$ cat src/rtl/axis_packetizer_pkg.sv
// Shared types and helpers for the AXI4-Stream packetizer.
// Imported by the packetizer top and its skid buffer.
package axis_packetizer_pkg;

    typedef enum logic {
        IDLE = 1'b0,
        RUN  = 1'b1
    } state_t;

    localparam int STS_WIDTH = 32;

    function automatic logic [31:0] len_clamp(input logic [31:0] x);
        return (x == 32'd0) ? 32'd1 : x;
    endfunction

endpackage

$ cat src/rtl/axis_packetizer_if.sv
// AXI4-Stream bundle with master/slave modports.
// The slave side carries no tlast; the master side does.
interface axis_packetizer_if #(
    parameter int W = 32
);
    logic         tvalid;
    logic         tready;
    logic         tlast;
    logic [W-1:0] tdata;

    modport master (
        output tvalid,
        output tdata,
        output tlast,
        input  tready
    );

    modport slave (
        input  tvalid,
        input  tdata,
        output tready
    );
endinterface

$ cat src/rtl/axis_skid_buffer.sv
// Two-entry skid buffer: output register plus one overflow slot.
// in_ready comes straight from a flop, never from out_ready.
module axis_skid_buffer #(
    parameter int DATA_WIDTH = 33
) (
    input  logic                  clk,
    input  logic                  rst_n,
    input  logic                  in_valid,
    output logic                  in_ready,
    input  logic [DATA_WIDTH-1:0] in_data,
    output logic                  out_valid,
    input  logic                  out_ready,
    output logic [DATA_WIDTH-1:0] out_data
);

    logic                  skid_valid;
    logic [DATA_WIDTH-1:0] skid_data;
    logic                  take;

    assign in_ready = ~skid_valid;
    assign take     = in_valid & in_ready;

    always_ff @(posedge clk or negedge rst_n) begin
        if (!rst_n) begin
            out_valid  <= 1'b0;
            out_data   <= '0;
            skid_valid <= 1'b0;
            skid_data  <= '0;
        end else if (out_ready || !out_valid) begin
            if (skid_valid) begin
                out_data   <= skid_data;
                out_valid  <= 1'b1;
                skid_valid <= 1'b0;
            end else if (take) begin
                out_data  <= in_data;
                out_valid <= 1'b1;
            end else begin
                out_valid <= 1'b0;
            end
        end else if (take) begin
            // output stalled: park the beat so out_* stay stable
            skid_data  <= in_data;
            skid_valid <= 1'b1;
        end
    end

endmodule

$ cat src/rtl/axis_packetizer.sv
// Cuts a free-running AXI4-Stream into fixed-length tlast-framed packets.
// Optional AXIS_PACKETIZER_DROP_CNT_EN: drain and count beats while idle.
module axis_packetizer
    import axis_packetizer_pkg::*;
#(
    parameter int AXIS_TDATA_WIDTH = 32,
    parameter int CNTR_WIDTH       = 16
) (
    input  logic                  aclk,
    input  logic                  aresetn,
    input  logic                  cfg_enable,
    input  logic [CNTR_WIDTH-1:0] cfg_length,
    axis_packetizer_if.slave      S_AXIS,
    axis_packetizer_if.master     M_AXIS,
`ifdef AXIS_PACKETIZER_DROP_CNT_EN
    output logic [STS_WIDTH-1:0]  sts_dropped,
`endif
    output logic [STS_WIDTH-1:0]  sts_packets
);

    state_t                  state;
    logic [CNTR_WIDTH-1:0]   len;
    logic [CNTR_WIDTH-1:0]   cnt;
    logic                    run;
    logic                    buf_ready;
    logic                    accept;
    logic                    last_beat;
    logic                    pkt_done;
    logic [CNTR_WIDTH-1:0]   new_len;
    logic [AXIS_TDATA_WIDTH:0] buf_out;

    assign run       = (state == RUN);
    assign accept    = S_AXIS.tvalid & S_AXIS.tready;
    assign last_beat = (cnt == len - 1'b1);
    assign new_len   = CNTR_WIDTH'(len_clamp(32'(cfg_length)));
    assign pkt_done  = M_AXIS.tvalid & M_AXIS.tready & M_AXIS.tlast;

`ifdef AXIS_PACKETIZER_DROP_CNT_EN
    assign S_AXIS.tready = run ? buf_ready : 1'b1;
`else
    assign S_AXIS.tready = run & buf_ready;
`endif

    axis_skid_buffer #(
        .DATA_WIDTH(AXIS_TDATA_WIDTH + 1)
    ) u_skid (
        .clk      (aclk),
        .rst_n    (aresetn),
        .in_valid (S_AXIS.tvalid & run),
        .in_ready (buf_ready),
        .in_data  ({last_beat, S_AXIS.tdata}),
        .out_valid(M_AXIS.tvalid),
        .out_ready(M_AXIS.tready),
        .out_data (buf_out)
    );

    assign M_AXIS.tlast = buf_out[AXIS_TDATA_WIDTH];
    assign M_AXIS.tdata = buf_out[AXIS_TDATA_WIDTH-1:0];

    always_ff @(posedge aclk or negedge aresetn) begin
        if (!aresetn) begin
            state <= IDLE;
            len   <= '0;
            cnt   <= '0;
        end else begin
            unique case (state)
                IDLE: begin
                    if (cfg_enable) begin
                        len   <= new_len;
                        cnt   <= '0;
                        state <= RUN;
                    end
                end
                RUN: begin
                    if (accept) begin
                        if (last_beat) begin
                            cnt <= '0;
                            if (cfg_enable) len <= new_len;
                            else            state <= IDLE;
                        end else begin
                            cnt <= cnt + 1'b1;
                        end
                    end
                end
                default: state <= IDLE;
            endcase
        end
    end

    always_ff @(posedge aclk or negedge aresetn) begin
        if (!aresetn) sts_packets <= '0;
        else if (pkt_done) sts_packets <= sts_packets + 1'b1;
    end

`ifdef AXIS_PACKETIZER_DROP_CNT_EN
    always_ff @(posedge aclk or negedge aresetn) begin
        if (!aresetn) sts_dropped <= '0;
        else if (accept && !run) sts_dropped <= sts_dropped + 1'b1;
    end
`endif

endmodule

$ cat src/flat_wrapper.sv
// flat-port wrapper written by rule: the top's interface ports become plain ports
module axis_packetizer_flat import axis_packetizer_pkg::*;
#(
    parameter int AXIS_TDATA_WIDTH = 32,
    parameter int CNTR_WIDTH       = 16
)
  (aclk, aresetn, cfg_enable, cfg_length, sts_packets, S_AXIS_tvalid, S_AXIS_tdata, S_AXIS_tready, M_AXIS_tvalid, M_AXIS_tdata, M_AXIS_tlast, M_AXIS_tready);
  axis_packetizer_if #(.W(32)) S_AXIS_i ();
  axis_packetizer_if #(.W(32)) M_AXIS_i ();
  input  logic aclk;
  input  logic aresetn;
  input  logic cfg_enable;
  input  logic [CNTR_WIDTH-1:0] cfg_length;
  output logic [STS_WIDTH-1:0] sts_packets;
  input wire logic [$bits(S_AXIS_i.tvalid)-1:0] S_AXIS_tvalid;
  input wire logic [$bits(S_AXIS_i.tdata)-1:0] S_AXIS_tdata;
  output wire logic [$bits(S_AXIS_i.tready)-1:0] S_AXIS_tready;
  output wire logic [$bits(M_AXIS_i.tvalid)-1:0] M_AXIS_tvalid;
  output wire logic [$bits(M_AXIS_i.tdata)-1:0] M_AXIS_tdata;
  output wire logic [$bits(M_AXIS_i.tlast)-1:0] M_AXIS_tlast;
  input wire logic [$bits(M_AXIS_i.tready)-1:0] M_AXIS_tready;
  assign S_AXIS_i.tvalid = S_AXIS_tvalid;
  assign S_AXIS_i.tdata = S_AXIS_tdata;
  assign S_AXIS_tready = S_AXIS_i.tready;
  assign M_AXIS_tvalid = M_AXIS_i.tvalid;
  assign M_AXIS_tdata = M_AXIS_i.tdata;
  assign M_AXIS_tlast = M_AXIS_i.tlast;
  assign M_AXIS_i.tready = M_AXIS_tready;
  axis_packetizer #(.AXIS_TDATA_WIDTH(AXIS_TDATA_WIDTH), .CNTR_WIDTH(CNTR_WIDTH)) u_core (.aclk(aclk), .aresetn(aresetn), .cfg_enable(cfg_enable), .cfg_length(cfg_length), .S_AXIS(S_AXIS_i), .M_AXIS(M_AXIS_i), .sts_packets(sts_packets));
endmodule
$ cat config.mk
export PLATFORM = sky130hd
export DESIGN_NAME = axis_packetizer_flat
export DESIGN_NICKNAME = d
export VERILOG_FILES = /design/src/rtl/axis_packetizer_pkg.sv /design/src/rtl/axis_packetizer_if.sv /design/src/rtl/axis_skid_buffer.sv /design/src/rtl/axis_packetizer.sv /design/src/flat_wrapper.sv
export SDC_FILE = /design/constraint.sdc
export NUM_CORES = 1
export LEC_CHECK = 0
export CAP_MARGIN = 10
export CELL_PAD_IN_SITES_DETAIL_PLACEMENT = 2
export CELL_PAD_IN_SITES_GLOBAL_PLACEMENT = 2
export CORE_MARGIN = 4
export CORE_UTILIZATION = 36
export DETAILED_ROUTE_END_ITERATION = 6
export PLACE_DENSITY = 0.81
export SYNTH_ARGS = -nofsm -noshare
export SYNTH_HDL_FRONTEND = slang
export SYNTH_SLANG_ARGS = --single-unit
$ cat constraint.sdc
create_clock -name aclk -period 6.8 [get_ports aclk]
set_clock_uncertainty 0.1 [all_clocks]
set_input_delay 0.68 -clock aclk [delete_from_list [all_inputs] [get_ports aclk]]
set_output_delay 0.68 -clock aclk [all_outputs]
set_load 0.1 [all_outputs]
# Yosys cells after proc, flatten, opt, wreduce, memory -nomap -nowiden
# Cells that the tools add are included.
# totals
ff_bits	133
latchBits	0
ramBits	0
romBits	0
inputBits	53
output_inout_bits	67
wordCells	52
n_memories	0
# classes
add_sub_neg	3
mul	0
div_mod_pow	0
n_lt_le_gt_ge	0
eq_ne	4
n_shift	0
muxes	19
bitwise	9
n_reduce_logical	9
# ops
op	count
2-to-1 mux 16 bit	7
2-to-1 mux 33 bit	2
one-hot mux 16 bit (2 select lines)	2
adder 32 x 1 -> 32 bit (second input constant)	1
adder 16 x 1 -> 16 bit (second input constant)	1
== test 16 bit	1
logical NOT 16 bit	1
subtractor 16 x 1 -> 16 bit (second input constant)	1
AND reduction 2 bit	4
2-to-1 mux 1 bit	7
AND 1 bit	6
inequality test 2 bit (second input constant)	3
nonzero test 2 bit	2
inverter 1 bit	3
one-hot mux 1 bit (2 select lines)	1
logical NOT 1 bit	1
logical OR 1 bit	1

# Logic depth before layout (Yosys ltp)
# depth
depth_word	6
ltp_mapped	11
mapped_depth_nobuf	9

# Modules after synthesis
# Synthesis repeated with hierarchy kept, for this count alone.
# hier_totals
cells_unflattened	530
hier_area_um2	6512.5
# modules_own_cells
module	n_inst	cells_each	area_each_um2	seq_area_each_um2
axis_packetizer	1	345	3528.4	1626.6
axis_skid_buffer	1	185	2984.1	1701.6

# Worst setup path after synthesis
# Ideal clock, no wire load.
# synth_timing
path_type	register to output
start	reg u_core.u_skid.skid_valid
end	out S_AXIS_tready
t_arrival_ps	2255
t_required_ps	6020
setup_slack_ps	3765
path_stages_with_launch	4
path_cell_list	dfrtp_1 > clkbuf_1 > buf_1 > nor2b_1
# synth_via
elab_chain_len	2
# synth_rtl
item	line_no	rtl
start: declaration	axis_skid_buffer.sv:16	logic skid_valid;
start signal: assignment	axis_skid_buffer.sv:27	skid_valid <= 1'b0;
start signal: assignment	axis_skid_buffer.sv:33	skid_valid <= 1'b0;
start signal: assignment	axis_skid_buffer.sv:43	skid_valid <= 1'b1;
inverter 1 bit	axis_skid_buffer.sv:20	assign in_ready = ~skid_valid;
AND 1 bit	axis_packetizer.sv:41	assign S_AXIS.tready = run & buf_ready;
end: declaration	flat_wrapper.sv:17	output wire logic [$bits(S_AXIS_i.tready)-1:0] S_AXIS_tready;
# No other way between the ends.

# Final worst setup path
# layout_timing
start	reg u_core.state, in the netlist u_core.run
end	out S_AXIS_tready
# layout_via
elab_chain_len	1
# layout_rtl
item	line_no	rtl
start: declaration	axis_packetizer.sv:21	state_t state;
start signal: assignment	axis_packetizer.sv:62	state <= IDLE;
start signal: assignment	axis_packetizer.sv:71	state <= RUN;
start signal: assignment	axis_packetizer.sv:79	else state <= IDLE;
AND 1 bit	axis_packetizer.sv:41	
# No other way between the ends.

==> key figures <==
Run status
  • Status: finished clean

Finish
  • Final Core Density: 47.27%
  • FILL cells: 1853
  • Multi-input logic area: approximately 0.0030 mm²
  • Number of diodes: 0
  • Sequential Area: 0.003329 mm²
  • Final Net Count: 781
  • Syn-to-layout area delta: 29.53%
  • Fin cells: around 970
  • Layout cells sized above 1: 11.11%

CTS
  • TritonCTS clock tree: done
  • Post-CTS Resized: 0
  • H-tree levels: 4
  • TritonCTS buffer count: 17
  • Latest clock arrival within the worst-skew pair: 430 ps
  • Longest Clk Path Bufs: 2
  • CTS root buf: clkbuf_16
  • Clock sink total: 133
  • Clock input transition at the sequential cells of the worst setup and hold paths: 70 ps
  • Post-CTS Setup Inserts: 0
  • Post-CTS Hold Fix Bufs: 0

Timing
  • WHS: 104.6 ps
  • Setup_tns: 0 ps
  • Fin worst setup slack: 3172 ps
  • Max-slew violation count: 0
  • Final hold vios: 0
  • Worst rel slew slack: 28.54%
  • Unrepaired setup endpoints after global routing: false
  • Count of final setup violators: 0
  • Final worst path period need: between 3000 and 4000 ps
  • Max Clk Rate: 275.6 MHz
  • Worst-margin pin slew: 1069 ps
  • Final Cycle Share: 53.36%

Synth
  • Post-synth EDFFs: 0
  • Top-area cell type share of the netlist area: 50.94%
  • Synth top area cells: dfrtp_1 51%, mux2_2 5.9%, xnor2_1 5.2%, mux2i_1 5.2%, a21oi_1 4.1%
  • Yosys warnings: 0
  • Sequential-to-total area share from yosys stat: approximately half
  • Top cells by count, synth: 133 x dfrtp_1, 56 x nor2_1, 54 x a21oi_1, 46 x nand3_1, 39 x xnor2_1
  • Cell taking the most area after synthesis: dfrtp_1
  • Top FF cell, synth: dfrtp_1
  • Synthesized area per cell: 10.50 µm²
  • Syn Std Cell Area: about 0.0065 mm²
  • Syn nets: 678
  • Count of cell types in the netlist: between 50 and 60
  • Yosys reg bits: 133
  • Top-count cell post-synth: dfrtp_1
  • Post-synth ARST share: 100.0%
  • Post-synthesis cell count: 622

Critical path
  • Worst Path Buf+Inv: 1
  • Critical path's top delay family: buffers and inverters
  • Reg-to-reg startpoint: u_core.len[0]
  • CP arrival: 2850 ps
  • Reg2reg end: u_core.cnt[9]
  • Worst path max stage delay: 1160 ps
  • Setup Crit Path Kind: flop to output port
  • Startpoint types: flop
  • R2R cell count: 9
  • CP Data Required Time: between 6000 and 7000 ps
  • Setup slack, reg-to-reg: 3390 ps
  • Worst-path maximum fanout: 25
  • Slowest-stage cell, CP: clkdlybuf4s50_1
  • Worst setup EP type: output port
  • CP cell instances: nor2b_1 -> clkdlybuf4s50_1

Routing
  • WL final: 20.94 mm
  • Wire per inst: 21.65 µm
  • DRC: 0
  • Routed Antenna Nets: 0
  • Via count: roughly 5300
  • Drt pass-1 iters: 4
  • Number of DRC markers in iteration 0: 218
  • DR vias/cell: 5.529

Placed design
  • DP HPWL: about 14 mm
  • Dpl ws: 3280 ps
  • GPL Wtd Cong: 0.8471
  • Input/output buffers: between 100 and 150
  • Placed Cells: 935

Global routing
  • Initial antenna violation count: 1
  • Vias in the first global route: 6247
  • Grt ovf: 0
  • Global-route wire length before repair: 34.66 mm
  • Largest net degree at the start of global routing: 83
  • GRT Total Usage: 21.63%

Floorplanning
  • Die area: 0.02037 mm²
  • Initial Util: 36.50%
  • Cell row count: 49
  • Die Ht: 142.7 µm
  • # IOs: 120
  • Core outline area: 0.01790 mm²
  • Die W: 142.7 µm

Power
  • Leakage: 3.428 nW
  • Max rail drop VDD: about 0.19 mV
  • Pwr Density: around 330 mW/mm²

Worst hold path
  • Worst hold path type: primary input to asynchronous set/reset pin

Job
  • Max capacitance violation total: 0
==> worst max-delay path by stage <==
stage | startpoint | end | slack [ps] | depth (start not counted)
detailed placement | M_AXIS_tready | u_core.sts_packets[29] | 3280 | 8
global route | u_core.run | S_AXIS_tready | 3070 | 2
finish | u_core.run | S_AXIS_tready | 3170 | 2
floorplan | u_core.u_skid.skid_valid | S_AXIS_tready | 3760 | 3
global placement | M_AXIS_tready | u_core.sts_packets[31] | 3560 | 8
CTS | u_core.run | S_AXIS_tready | 3150 | 2
==> sequential cells by signal, summed over array words and instances, names as in the netlist <==
register                  count
u_core.u_skid.skid_valid      1
u_core.len                   16
u_core.u_skid.out_data       33
u_core.sts_packets           32
u_core.u_skid.out_valid       1
u_core.u_skid.skid_data      33
u_core.run                    1
u_core.cnt                   16
==> kinds of logic (layout without fill, tap and decap cells) <==
family	after synthesis	count (layout)	share of synthesized area, %
simple gates	220	220	17.96
flops	133	133	50.94
compound gates	93	93	8.618
mux	68	68	11.07
xor+xnor	59	59	7.909
buf+inv	46	162	2.930
fa+ha+maj	3	3	0.5746
==> where the power goes <==
part	internal, mW	switching, mW	total [mW]
sequential	0.908	0.116	1.02
combinational	0.241	0.600	0.841
clock	0.494	0.407	0.901
total	1.64	1.12	2.77
==> per-layer routing <==
metal | vias to the layer above | wire length (µm) | part of all wire, % | GRT usage (%)
met2 | 117 | 10760 | 51 | 37.66
met5 | - | 14 | 0.067 | 0
met4 | 2 | 265 | 1.3 | 5.653
met3 | 20 | 1370 | 6.5 | 7.703
met1 | 2787 | 8523 | 41 | 25.41
li1 | 2421 | - | - | -
==> placed cells by master, fill, tap and decap left out, drive strengths merged, types with 2 or more instances in the layout <==
| master | n |
|---|---|
| a21o | 2 |
| a21oi | 54 |
| a22oi | 15 |
| and2 | 3 |
| and3 | 8 |
| and4 | 4 |
| buf | 6 |
| clkbuf | 18 |
| clkdlybuf4s50 | 118 |
| clkinvlp | 3 |
| dfrtp | 133 |
| ha | 3 |
| inv | 16 |
| mux2 | 34 |
| mux2i | 34 |
| nand2 | 27 |
| nand2b | 6 |
| nand3 | 46 |
| nand3b | 17 |
| nand4 | 18 |
| nand4b | 2 |
| nor2 | 56 |
| nor2b | 6 |
| nor3 | 10 |
| nor4 | 7 |
| o211ai | 2 |
| o21ai | 7 |
| or4 | 3 |
| or4b | 2 |
| xnor2 | 39 |
| xor2 | 20 |
==> area by class of cell <==
type	count	area share, %
Tap cell	229	3.386
Inverter	6	0.2661
Clock buffer	18	5.189
Sequential cell	133	39.34
Multi-Input combinational cell	443	35.70
Timing Repair Buffer	124	14.53
Clock inverter	14	1.582
==> stage by stage <==
stage / power [mW] / cell area (µm²)
floorplan: 1.603 / 6534
global placement: 1.833 / 7890
detailed placement: 1.873 / 7890
CTS: 2.794 / 8463
global route: 2.889 / 8463
finish: 2.767 / 8463
==> worst reg2reg max path: cells and delay by family (launching register included) <==
kind / cells / cell delay, ps
AOI/OAI and AO/OA: 3 / 990
adders and majority gates: 1 / 210
buffers and inverters: 1 / 100
DFF: 1 / 480
and+or+nand+nor: 4 / 1380
No activity file was read; power rests on OpenSTA's default activity.
